$ cat src/rtl/exe_pkg.sv
// Shared definitions for the execute stage: ALU op codes and control-bit positions.
// Imported by the ALU core and the EX/MEM latch.
package exe_pkg;

  localparam int DATA_W_DEF     = 32;
  localparam int REG_ADDR_W_DEF = 5;

  localparam logic [3:0] ALU_LWSW = 4'd0;
  localparam logic [3:0] ALU_ADD  = 4'd1;
  localparam logic [3:0] ALU_SUB  = 4'd2;
  localparam logic [3:0] ALU_AND  = 4'd3;
  localparam logic [3:0] ALU_OR   = 4'd4;
  localparam logic [3:0] ALU_SLL  = 4'd5;
  localparam logic [3:0] ALU_SRL  = 4'd6;
  localparam logic [3:0] ALU_BEQ  = 4'd7;
  localparam logic [3:0] ALU_BNE  = 4'd8;
  localparam logic [3:0] ALU_SLT  = 4'd9;
  localparam logic [3:0] ALU_BAD  = 4'd15;

  // memCtrl = {memRead, memWrite}, wbCtrl = {regWrite, memToReg}
  localparam int MEM_READ_BIT    = 1;
  localparam int MEM_WRITE_BIT   = 0;
  localparam int WB_REGWRITE_BIT = 1;
  localparam int WB_MEMTOREG_BIT = 0;

endpackage

$ cat src/rtl/exe_mem_alu_stage_alu_core.sv
// Purely combinational ALU: op, A, B, shamt -> result, zero, illegal.
// Arithmetic wraps; illegal codes yield a zero result.
module alu_core
  import exe_pkg::*;
#(
  parameter int DATA_W = DATA_W_DEF
) (
  input  logic [3:0]        op,
  input  logic [DATA_W-1:0] a,
  input  logic [DATA_W-1:0] b,
  input  logic [4:0]        shamt,
  output logic [DATA_W-1:0] result,
  output logic              zero,
  output logic              illegal
);

  logic slt_bit;

  assign slt_bit = $signed(a) < $signed(b);

  always_comb begin
    result  = '0;
    illegal = 1'b0;
    case (op)
      ALU_LWSW,
      ALU_ADD:  result = a + b;
      ALU_SUB,
      ALU_BEQ,
      ALU_BNE:  result = a - b;
      ALU_AND:  result = a & b;
      ALU_OR:   result = a | b;
      ALU_SLL:  result = b << shamt;
      ALU_SRL:  result = b >> shamt;
      ALU_SLT:  result = {{(DATA_W-1){1'b0}}, slt_bit};
      default:  illegal = 1'b1;
    endcase
  end

  assign zero = (result == '0);

endmodule

$ cat src/rtl/exe_mem_alu_stage.sv
// Execute stage: ALU, beq/bne resolution, branch target and the EX/MEM latch.
// Latch priority: reset, flush (bubble), stall (hold), load.
module exe_mem_alu_stage
  import exe_pkg::*;
#(
  parameter int DATA_W     = DATA_W_DEF,
  parameter int REG_ADDR_W = REG_ADDR_W_DEF
) (
  input  logic                  clk,
  input  logic                  reset,
  input  logic [3:0]            aluOp,
  input  logic [DATA_W-1:0]     srcA,
  input  logic [DATA_W-1:0]     srcB,
  input  logic [4:0]            shamt,
  input  logic [DATA_W-1:0]     pcPlus4,
  input  logic [DATA_W-1:0]     offset,
  input  logic [REG_ADDR_W-1:0] writeRegIn,
  input  logic [1:0]            memCtrlIn,
  input  logic [1:0]            wbCtrlIn,
  input  logic                  inValid,
  input  logic                  stall,
  input  logic                  flush,
  output logic [DATA_W-1:0]     aluResult,
  output logic [DATA_W-1:0]     storeData,
  output logic                  zero,
  output logic                  branchTaken,
  output logic [DATA_W-1:0]     branchTarget,
  output logic [REG_ADDR_W-1:0] writeRegOut,
  output logic [1:0]            memCtrlOut,
  output logic [1:0]            wbCtrlOut,
  output logic                  outValid,
  output logic                  illegalOp
);

  logic [DATA_W-1:0]     alu_res;
  logic                  alu_zero;
  logic                  alu_ill;

  logic [DATA_W-1:0]     res_q, sd_q, tgt_q, tgt_d;
  logic                  zero_q, taken_q, taken_d;
  logic                  valid_q, ill_q, load;
  logic [REG_ADDR_W-1:0] wr_q;
  logic [1:0]            mem_q, wb_q, mem_d, wb_d;

  alu_core #(.DATA_W(DATA_W)) u_alu (
    .op      (aluOp),
    .a       (srcA),
    .b       (srcB),
    .shamt   (shamt),
    .result  (alu_res),
    .zero    (alu_zero),
    .illegal (alu_ill)
  );

  assign tgt_d   = pcPlus4 + (offset << 2);
  assign taken_d = inValid &
                   (((aluOp == ALU_BEQ) & alu_zero) |
                    ((aluOp == ALU_BNE) & ~alu_zero));
  // bubbles keep their data but never write anything
  assign mem_d   = inValid ? memCtrlIn : 2'b00;
  assign wb_d    = inValid ? wbCtrlIn  : 2'b00;
  assign load    = ~flush & ~stall;

  always_ff @(posedge clk or posedge reset) begin
    if (reset) begin
      res_q   <= '0;
      sd_q    <= '0;
      zero_q  <= 1'b0;
      taken_q <= 1'b0;
      tgt_q   <= '0;
      wr_q    <= '0;
      mem_q   <= 2'b00;
      wb_q    <= 2'b00;
      valid_q <= 1'b0;
    end else if (flush) begin
      res_q   <= '0;
      sd_q    <= '0;
      zero_q  <= 1'b0;
      taken_q <= 1'b0;
      tgt_q   <= '0;
      wr_q    <= '0;
      mem_q   <= 2'b00;
      wb_q    <= 2'b00;
      valid_q <= 1'b0;
    end else if (!stall) begin
      res_q   <= alu_res;
      sd_q    <= srcB;
      zero_q  <= alu_zero;
      taken_q <= taken_d;
      tgt_q   <= tgt_d;
      wr_q    <= writeRegIn;
      mem_q   <= mem_d;
      wb_q    <= wb_d;
      valid_q <= inValid;
    end
  end

  always_ff @(posedge clk or posedge reset) begin
    if (reset)
      ill_q <= 1'b0;
    else if (load && inValid && alu_ill)
      ill_q <= 1'b1;
  end

  assign aluResult    = res_q;
  assign storeData    = sd_q;
  assign zero         = zero_q;
  assign branchTaken  = taken_q;
  assign branchTarget = tgt_q;
  assign writeRegOut  = wr_q;
  assign memCtrlOut   = mem_q;
  assign wbCtrlOut    = wb_q;
  assign outValid     = valid_q;
  assign illegalOp    = ill_q;

endmodule
$ cat config.mk
export PLATFORM = sky130hd
export DESIGN_NAME = exe_mem_alu_stage
export DESIGN_NICKNAME = d
export VERILOG_FILES = /design/src/rtl/exe_pkg.sv /design/src/rtl/exe_mem_alu_stage_alu_core.sv /design/src/rtl/exe_mem_alu_stage.sv
export SDC_FILE = /design/constraint.sdc
export NUM_CORES = 1
export LEC_CHECK = 0
export CAP_MARGIN = 20
export CORE_MARGIN = 2
export CORE_UTILIZATION = 35
export DETAILED_ROUTE_END_ITERATION = 8
export GPL_TIMING_DRIVEN = 0
export PLACE_DENSITY = 0.71
export SYNTH_ARGS = -nofsm -noshare
export SYNTH_HDL_FRONTEND = slang
export SYNTH_SLANG_ARGS = --single-unit
$ cat constraint.sdc
create_clock -name clk -period 4 [get_ports clk]
set_input_delay 1 -clock clk [delete_from_list [all_inputs] [get_ports clk]]
set_output_delay 1 -clock clk [all_outputs]
set_load 0.02 [all_outputs]
==> impl_results.md <==
- Worst hold path depth: 1
- Fin. max-slew vios: 0
- Die Y: 212 um
- Non-Filler Instances: 2883
- Share of cells above drive strength 1: between 20% and 30%
- Total Wirelength: 87400 um
- Post-DP HPWL: about 70000 um
- Clk root buf: clkbuf_16
- Post-synth top area share: between 10% and 20%
- TritonCTS clock tree: yes
- Min-delay worst type: flop to flop
- Worst-Margin Slew: 1.22 ns
- R2r startpoint: wbCtrlOut[1]
- Setup Skew: 0 ns
- Initial DRC count: 1860
- Area delta synth->final: 40.5%
- Synthesized cell area: 15100 um2
- ANT nets after route: 0
- # port buffers: 253
- Syn Area/Cell: 7.81 um2
- Ys flop type: dfrtp_1
- Cell repeated most along the worst path: nor4_4
- Seq cells post-synth: 109
- Kind of end point of the critical path: flop
- Max-cap viol count: 0
- Post-route design area: ~21000 um2
- Psw: 0.00228 W
- Routed via count: 18300
- Area contributors post-synth: dfrtp_1 (18%), ha_1 (12%), mux2i_1 (7.4%)
- RSZ-0062 raised after global routing: yes
- Internal: 0.00282 W
- Status: complete, but fails checks
- Pre-antenna DRT Iters: 6
- Critical-path cell list: clkbuf_4 > inv_1 > ha_4 > o21bai_4 > o211ai_1 > buf_4 > a21o_1 > a32oi_2 > a2111oi_4 > nand3_2 > nor4_4 > nand4_1 > nor4_4 > and4bb_1 > and4b_2 > mux2i_4 > a31o_1
- Hold_buf cts: 0
- Critical-path maximum fanout: 5
- Gp weighted congestion: 1.05
- Minimum clock period: just under 5 ns
- Comb pwr share: between 50% and 60%
- Post-synth top cells: nor2_1 (261), a21oi_1 (185), nand2_1 (155)
- Setup ws final: -0.887 ns
- Cells on worst reg2reg path: 2
- GRT Overall Usage: 38.2%
- Via density per instance: roughly 6.3
- IR drop worst, VDD: 245 uV
- Number of synthesized flops with an enable pin: 0
- Dpl ws: -3.34 ns
- Startpoint types: input port
- Cts bufs inserted: 9
- Vias in the first global route: 17700
- Switching share of power: ~45%
- IO Pins: 260
- Cell with the biggest individual delay on the critical path: nor4_4
- WL/cell: just over 30 um
- Worst rel slew slack: a little under a fifth
- Fin util: 49.5%
- Crit path buf inv count: 3
- Final Hold Viols: 0
- Yosys Warn Count: 0
- Largest net degree at the start of global routing: 69
- Clk pwr share: ~17%
- Arr. time, crit path: 5.21 ns
- Num rows: 76
- Clk pin slew, worst setup/hold paths: 0.08 ns
- H-tree levels: 3
- Min-Delay Startpoint: illegalOp
- Sequential cell area fraction in the yosys report: 18.0%
- Critical path class: input port to flop
- Clk sinks: 109
- Crit-path leading delay family: simple AND/OR/NAND/NOR gates
- PD cells: 240 nW/um2
- Most common cell in the netlist: nor2_1
- Final period util: 122%
- Cell depth of the worst setup path: 17
- Leakage: 9.19 nW
- Post-synth top area cell: dfrtp_1
- Tot Pwr: 0.00510 W
- Clock Path Buffers: 2
- Failing checks: negative setup slack
- Count of different cell masters after synthesis: slightly below 90
- Slowest stage delay, CP: 0.49 ns
- CP Launch Point: srcA[1]
- Async SR Flop Fraction: 100%
- CP Data Required Time: 4.32 ns
- Nets: around 2600
- First-pass GRT wire length: 124000 um
- Total gr overflow: 0
- Die footprint: 44900 um2
- Insertion delay to the later sink of the worst-skew pair: 0.37 ns
- Part of the power in registers: 24.2%
- Final Setup Violations: 3
- Initial antenna violation count: 1
- Placed Cells: 2778
- Cells after Synth: 1936
- Placed Area: 18800 um2
- Fmax achieved: 0.205 GHz
- Starting density of the core: 35.3%
- Number of diodes: 0
- Chip Width: about 210 um
- Syn nets: 2232
- DRC viols: 0
- Core Footprint: 42900 um2
-- cells in the final DEF, fill, tap and decap left out, types with 16 or more instances in the layout --
cell             count
a21o_1              38
a21oi_1            167
buf_2               30
buf_4              115
buf_6               22
clkbuf_1            41
clkbuf_16           16
clkbuf_2            16
clkdlybuf4s50_1    200
dfrtp_1            109
ha_1               123
inv_1               89
mux2_2              27
mux2i_1             96
mux4_2              41
nand2_1            150
nand2b_1            16
nand3_1             21
nor2_1             256
nor3_1              34
o211ai_1            26
o21ai_0             69
xnor2_1             23
-- layer usage --
metal | wire length (um) | global-route usage, %
met1 | 35700 | 51.0
met2 | 37600 | 57.6
met3 | 8220 | 7.33
met4 | 5890 | 21.6
met5 | 0 | 0
-- metrics by stage --
| step | TNS [ns] | hold slack (ns) |
|---|---|---|
| final | -1.79 | 0.484 |
| after global routing | -2.09 | 0.515 |
| after CTS | -1.70 | 0.487 |
| after detailed placement | -43.07 | 0.455 |
| after global placement | -208.54 | 0.459 |
| after floorplan | -0.251 | 0.582 |
-- sequential cells by signal, indices dropped and copies added, names as in the netlist --
register,count
branchTaken,1
aluResult,32
branchTarget,32
memCtrlOut,2
storeData,32
wbCtrlOut,2
writeRegOut,5
zero,1
outValid,1
illegalOp,1
-- final timing paths --
| kind | slack, ns | end |
|---|---|---|
| max in group asynchronous | 2.19 | storeData[9] |
| setup reg to reg | 3.24 | wbCtrlOut[1] |
| hold / removal | 0.48 | illegalOp |
| hold reg to reg | 0.48 | illegalOp |
| setup / recovery | -0.89 | branchTaken |
| min in group asynchronous | 1.03 | storeData[25] |
-- final cells by class --
class | instances | area, um2
fill | 4173 | 21600
clock buffer | 9 | 225
clock inverter | 6 | 46.3
tap | 585 | 732
inverter | 106 | 454
multi-input combinational | 1563 | 12600
buffer | 151 | 1260
timing repair buffer | 354 | 3230
sequential | 109 | 2730
-- power by group through the flow --
stage	clock network, W	logic, W	registers (W)
2_1_floorplan	0	0.00135	0.00134
3_3_place_gp	0	0.00248	0.00125
4_1_cts	0.000892	0.00280	0.00123
5_1_grt	0.000927	0.00313	0.00124
3_5_place_dp	0	0.00249	0.00125
6_report	0.000867	0.00300	0.00123
-- cells by family (layout without fill, tap and decap cells) --
| logic type | after synthesis | after routing | synth area share [%] |
|---|---|---|---|
| AO/OA/AOI/OAI | 586 | 586 | 26.2 |
| XOR/XNOR | 36 | 36 | 2.09 |
| adder cells (fa/ha/maj) | 145 | 145 | 12.1 |
| buffers and inverters | 264 | 626 | 7.22 |
| flip-flops | 109 | 109 | 18.0 |
| multiplexers | 185 | 185 | 16.0 |
| AND/OR/NAND/NOR | 611 | 611 | 18.4 |
-- timing repair --
action,4_1_cts,5_1_grt
setup buffers,68,28
gates resized for setup,446,135
setup endpoints to repair,33,24
gates cloned,2,0
pin swaps,56,59
(Power assumes the default switching activity.)
